[config.mk]
export PLATFORM = sky130hd
export DESIGN_NAME = alu_seq_param
export DESIGN_NICKNAME = d
export VERILOG_FILES = /design/src/rtl/alu_seq_param.sv
export SDC_FILE = /design/constraint.sdc
export NUM_CORES = 1
export LEC_CHECK = 0
export ABC_AREA = 1
export BUFFER_PORTS_ARGS = -buffer_cell sky130_fd_sc_hd__buf_2
export CAP_MARGIN = 20
export CORE_MARGIN = 5
export CORE_UTILIZATION = 63
export DETAILED_ROUTE_END_ITERATION = 7
export GPL_ROUTABILITY_DRIVEN = 0
export PLACE_DENSITY_LB_ADDON = 0.1
export RECOVER_POWER = 50
export SLEW_MARGIN = 40
export SYNTH_ARGS = -nofsm -noshare
export SYNTH_HDL_FRONTEND = slang
export SYNTH_SLANG_ARGS = --single-unit
[constraint.sdc]
create_clock -name clk -period 4.3 [get_ports clk]
set_clock_uncertainty 0.1 [all_clocks]
set_input_delay 0.86 -clock clk [delete_from_list [all_inputs] [get_ports clk]]
set_output_delay 0.86 -clock clk [all_outputs]
set_load 0.05 [all_outputs]
[src/rtl/alu_seq_param.sv]
// rtl/alu_seq_param.sv - registered parametrised ALU with valid/ready handshakes and serial shifter
module alu_seq_param #(
   parameter int WIDTH = 8,
   parameter int SHW   = $clog2(WIDTH)
) (
   input  logic             clk,
   input  logic             rst_n,
   input  logic             in_valid,
   output logic             in_ready,
   input  logic [WIDTH-1:0] a,
   input  logic [WIDTH-1:0] b,
   input  logic [2:0]       opcode,
   output logic             out_valid,
   input  logic             out_ready,
   output logic [WIDTH-1:0] result,
   output logic             zero,
   output logic             carry,
   output logic             negative,
   output logic             overflow
);

   localparam logic [2:0] OP_ADD = 3'b000;
   localparam logic [2:0] OP_SUB = 3'b001;
   localparam logic [2:0] OP_AND = 3'b010;
   localparam logic [2:0] OP_OR  = 3'b011;
   localparam logic [2:0] OP_XOR = 3'b100;
   localparam logic [2:0] OP_SLT = 3'b101;

   typedef enum logic {IDLE, SHIFT} state_t;

   state_t           state, state_nxt;
   logic             accept, is_shift, shift_start, shift_last;
   logic [SHW-1:0]   amt, sh_cnt;
   logic [WIDTH-1:0] sh_val, sh_next, op_res;
   logic             sh_left, sh_out, op_c, op_v;
   logic [WIDTH:0]   sum, diff;

   assign in_ready    = (state == IDLE) && (!out_valid || out_ready);
   assign accept      = in_valid && in_ready;
   assign amt         = b[SHW-1:0];
   assign is_shift    = opcode[2] & opcode[1];
   assign shift_start = accept && is_shift && (amt != '0);
   assign shift_last  = (state == SHIFT) && (sh_cnt == SHW'(1));

   assign sum  = {1'b0, a} + {1'b0, b};
   assign diff = {1'b0, a} - {1'b0, b};

   // One bit per cycle; sh_out is the bit leaving the register on this step
   assign sh_next = sh_left ? {sh_val[WIDTH-2:0], 1'b0} : {1'b0, sh_val[WIDTH-1:1]};
   assign sh_out  = sh_left ? sh_val[WIDTH-1] : sh_val[0];

   always_ff @(posedge clk or negedge rst_n) begin
      if (!rst_n) state <= IDLE;
      else        state <= state_nxt;
   end

   always_comb begin
      state_nxt = state;
      case (state)
         IDLE:    if (shift_start) state_nxt = SHIFT;
         SHIFT:   if (shift_last)  state_nxt = IDLE;
         default: state_nxt = IDLE;
      endcase
   end

   // Single-cycle result path; shifts reaching here have a zero amount
   always_comb begin
      op_res = a;
      op_c   = 1'b0;
      op_v   = 1'b0;
      case (opcode)
         OP_ADD: begin
            op_res = sum[WIDTH-1:0];
            op_c   = sum[WIDTH];
            op_v   = (a[WIDTH-1] == b[WIDTH-1]) && (sum[WIDTH-1] != a[WIDTH-1]);
         end
         OP_SUB: begin
            op_res = diff[WIDTH-1:0];
            op_c   = diff[WIDTH];
            op_v   = (a[WIDTH-1] != b[WIDTH-1]) && (diff[WIDTH-1] != a[WIDTH-1]);
         end
         OP_AND:  op_res = a & b;
         OP_OR:   op_res = a | b;
         OP_XOR:  op_res = a ^ b;
         OP_SLT:  op_res = {{(WIDTH-1){1'b0}}, ($signed(a) < $signed(b))};
         default: op_res = a;
      endcase
   end

   always_ff @(posedge clk or negedge rst_n) begin
      if (!rst_n) begin
         out_valid <= 1'b0;
         result    <= '0;
         zero      <= 1'b0;
         carry     <= 1'b0;
         negative  <= 1'b0;
         overflow  <= 1'b0;
         sh_val    <= '0;
         sh_cnt    <= '0;
         sh_left   <= 1'b0;
      end else if (accept) begin
         if (shift_start) begin
            sh_val    <= a;
            sh_cnt    <= amt;
            sh_left   <= ~opcode[0];
            out_valid <= 1'b0;
         end else begin
            result    <= op_res;
            zero      <= (op_res == '0);
            carry     <= op_c;
            negative  <= op_res[WIDTH-1];
            overflow  <= op_v;
            out_valid <= 1'b1;
         end
      end else if (state == SHIFT) begin
         sh_val <= sh_next;
         sh_cnt <= sh_cnt - SHW'(1);
         // Result is published only on the final step
         if (shift_last) begin
            result    <= sh_next;
            zero      <= (sh_next == '0);
            carry     <= sh_out;
            negative  <= sh_next[WIDTH-1];
            overflow  <= 1'b0;
            out_valid <= 1'b1;
         end
      end else if (out_ready) begin
         out_valid <= 1'b0;
      end
   end

endmodule

==> results by group <==
Clocking
  – Clock root cell: clkbuf_8
  – # resized after CTS: 0
  – Post-CTS setup buffer count: 0
  – Clk slew on worst S/H paths: approximately 0.090 ns
  – Max Buffers Root-to-Sink: 2
  – H-tree levels: 1
  – Clk_lat worst skew: 0.27 ns
  – TritonCTS clock tree: yes
  – Hold buffer count at CTS: 0
  – Num Clock Sinks: 25
  – CTS Buf Count: 3

Logic synthesis
  – Syn Area/Cell: 6.42 sq um
  – Synthesized instance count: 411
  – Post-synth top area share: 0.237
  – Main area contributors after synthesis: dfrtp_1 (24%), nand2_1 (14%), ha_1 (13%)
  – Post-synth EDFFs: 0
  – Syn Nets: around 460
  – Synthesized cell area: about 2600 sq um
  – Top_reg_cell synth: dfrtp_1
  – Seq/Total Area, Yosys: 0.237
  – Unique masters post-synth: 31
  – Yosys top cell by area: dfrtp_1
  – Post-synth ARST share: 1.00
  – Ys Warns: 0
  – Yosys reg bits: 25

Drt
  – ANT nets after route: 0
  – DRT Pass-1 Iters: 6
  – Iter 0 DRT Violations: 257
  – Avg WL per Cell: roughly 14 um
  – Final WL: ~6800 um
  – Vias: 2800
  – Residual DRC count: 0
  – Vias per Instance: between 5 and 6

Global route
  – Total track usage: 0.255
  – Number of global-route vias before repair: 2573
  – Largest net degree at the start of global routing: 26
  – GRT overflow: 0
  – Initial antenna violation count: 0
  – First-pass GRT wire length: ~11000 um

Worst setup path
  – Critical path data required time: 4.40 ns
  – CP Capture Type: flop
  – Arrival time at the worst endpoint: between 2 and 3 ns
  – Setup CP Type: in2reg
  – Worst setup SP type: input port
  – CP Max Fanout: 23

STA
  – Unrepaired setup endpoints after global routing: false
  – Slew of the pin with the lowest slew margin: 1.33 ns
  – Hold WS: about 0.38 ns
  – Final Critical Period: about 2.7 ns
  – Final Max Tran Viols: 0
  – Setup ws final: roughly 1.6 ns
  – Fmax: 0.376 GHz
  – Setup TNS Final: 0 ns
  – Max_slew headroom: 0.116
  – Endpoints failing hold: 0
  – Fin crit share: 0.619
  – Final setup viols: 0

Floorplanning
  – Placement Rows: 23
  – Die area: 5580 sq um
  – Initial Utilization: 0.655
  – Core area: just over 4000 sq um
  – I/O pins: 37
  – Die Y: 74.7 um
  – Overall die width: approximately 75 um

Power and ir drop
  – Leak Pwr: 0.00154 uW
  – Worst vdd ir: 191 uV
  – Pwr dens: 514 nW/um^2
  – Final Power: approximately 1500 uW

Finish
  – Area growth from synthesis to layout: 8.30%
  – Finished Core Util: 0.709
  – Filler Cell Count: roughly 380
  – Nets: 494
  – Share of cells above drive strength 1: 0.102
  – Antenna Diode Count: 0

Run
  – Max cap viols: 0

Worst hold path
  – Min-delay worst type: reg2reg

Placed design
  – Count of input and output buffers: 36
  – Post-DP HPWL: roughly 5400 um
  – Placement Setup Slack: 1.40 ns

Outcome
  – Status: completed
-- routing by layer --
layer	routed length [um]	up-vias	GRT usage
met4	122	0	0.0810
li1	-	1387	-
met1	2840	1265	0.323
met3	508	14	0.0187
met5	0	-	0
met2	3360	134	0.460
-- area by class of cell --
| type | instances | area, sq um | area share |
|---|---|---|---|
| Clock buffer | 3 | 41.3 | 0.0145 |
| Clock inverter | 1 | 5.00 | 0.00175 |
| Inverter | 66 | 250 | 0.0876 |
| Multi-Input combinational cell | 309 | 1700 | 0.596 |
| Sequential cell | 25 | 626 | 0.219 |
| Tap cell | 50 | 62.6 | 0.0219 |
| Timing Repair Buffer | 36 | 170 | 0.0596 |
-- stage by stage --
step | std cells | area, sq um
2_1_floorplan | 411 | 2640
3_5_place_dp | 486 | 2820
5_1_grt | 490 | 2860
4_1_cts | 490 | 2870
3_3_place_gp | 486 | 2820
6_report | 490 | 2860
-- layout by cell type (no fill, tap or decap), types with 7 or more instances in the layout --
cell type / netlist / layout
nand2_1: 95 / 95
inv_1: 65 / 65
nor2_1: 47 / 47
nand3_1: 46 / 46
o21ai_0: 36 / 36
ha_1: 28 / 28
buf_2: 5 / 28
dfrtp_1: 25 / 25
a21oi_1: 16 / 16
nand4_1: 8 / 8
clkbuf_1: 3 / 8
a31oi_1: 7 / 7
-- synthesized netlist by cell type (all sizes together), types with 4 or more instances --
master  instances
ha             28
or2             6
nor2           49
a31oi           7
inv            66
dfrtp          25
a21oi          16
nand4           8
nand3          47
o211ai          5
clkbuf          4
buf             7
nand2          96
o21ai          36
-- power by group --
group | total (uW) | leakage, uW | internal [uW] | switching, uW
logic | 896 | 0.00121 | 255 | 641
clock network | 140 | 0.0000255 | 64.8 | 74.9
registers | 432 | 0.000302 | 349 | 83.5
-- registers in the layout, summed over array words and instances, names as in the netlist --
| name | flops |
|---|---|
| sh_cnt | 3 |
| result | 8 |
| sh_left | 1 |
| zero | 1 |
| sh_val | 8 |
| out_valid | 1 |
| state | 1 |
| carry | 1 |
| overflow | 1 |
-- final timing paths --
| kind | startpoint | endpoint | slack [ns] | cells past startpoint |
|---|---|---|---|---|
| max | out_ready | sh_cnt[2] | 1.64 | 9 |
| min | result[2] | result[2] | 0.38 | 2 |
| max reg2reg | state | sh_cnt[2] | 1.90 | 7 |
| min reg2reg | result[2] | result[2] | 0.38 | 2 |
| max in group asynchronous | rst_n | result[3] | 2.56 | 1 |
| min in group asynchronous | rst_n | result[4] | 0.77 | 1 |
-- worst max-delay path, stage by stage --
cell      delay (ns)
buf_2           0.08
inv_1           0.05
nand2_1         0.07
nand3_2         0.35
a311oi_4        0.43
nor2_1          0.13
inv_1           0.45
o21ai_0         0.18
a21oi_1         0.15
-- kinds of logic (layout without fill, tap and decap cells) --
family,after synthesis,in the layout,synth area share
buf+inv,77,106,0.118
compound gates,70,70,0.154
fa+ha+maj,30,30,0.148
flops,25,25,0.237
simple gates,208,208,0.340
xor+xnor,1,1,0.00332
Power figures use the tool's default switching activity.
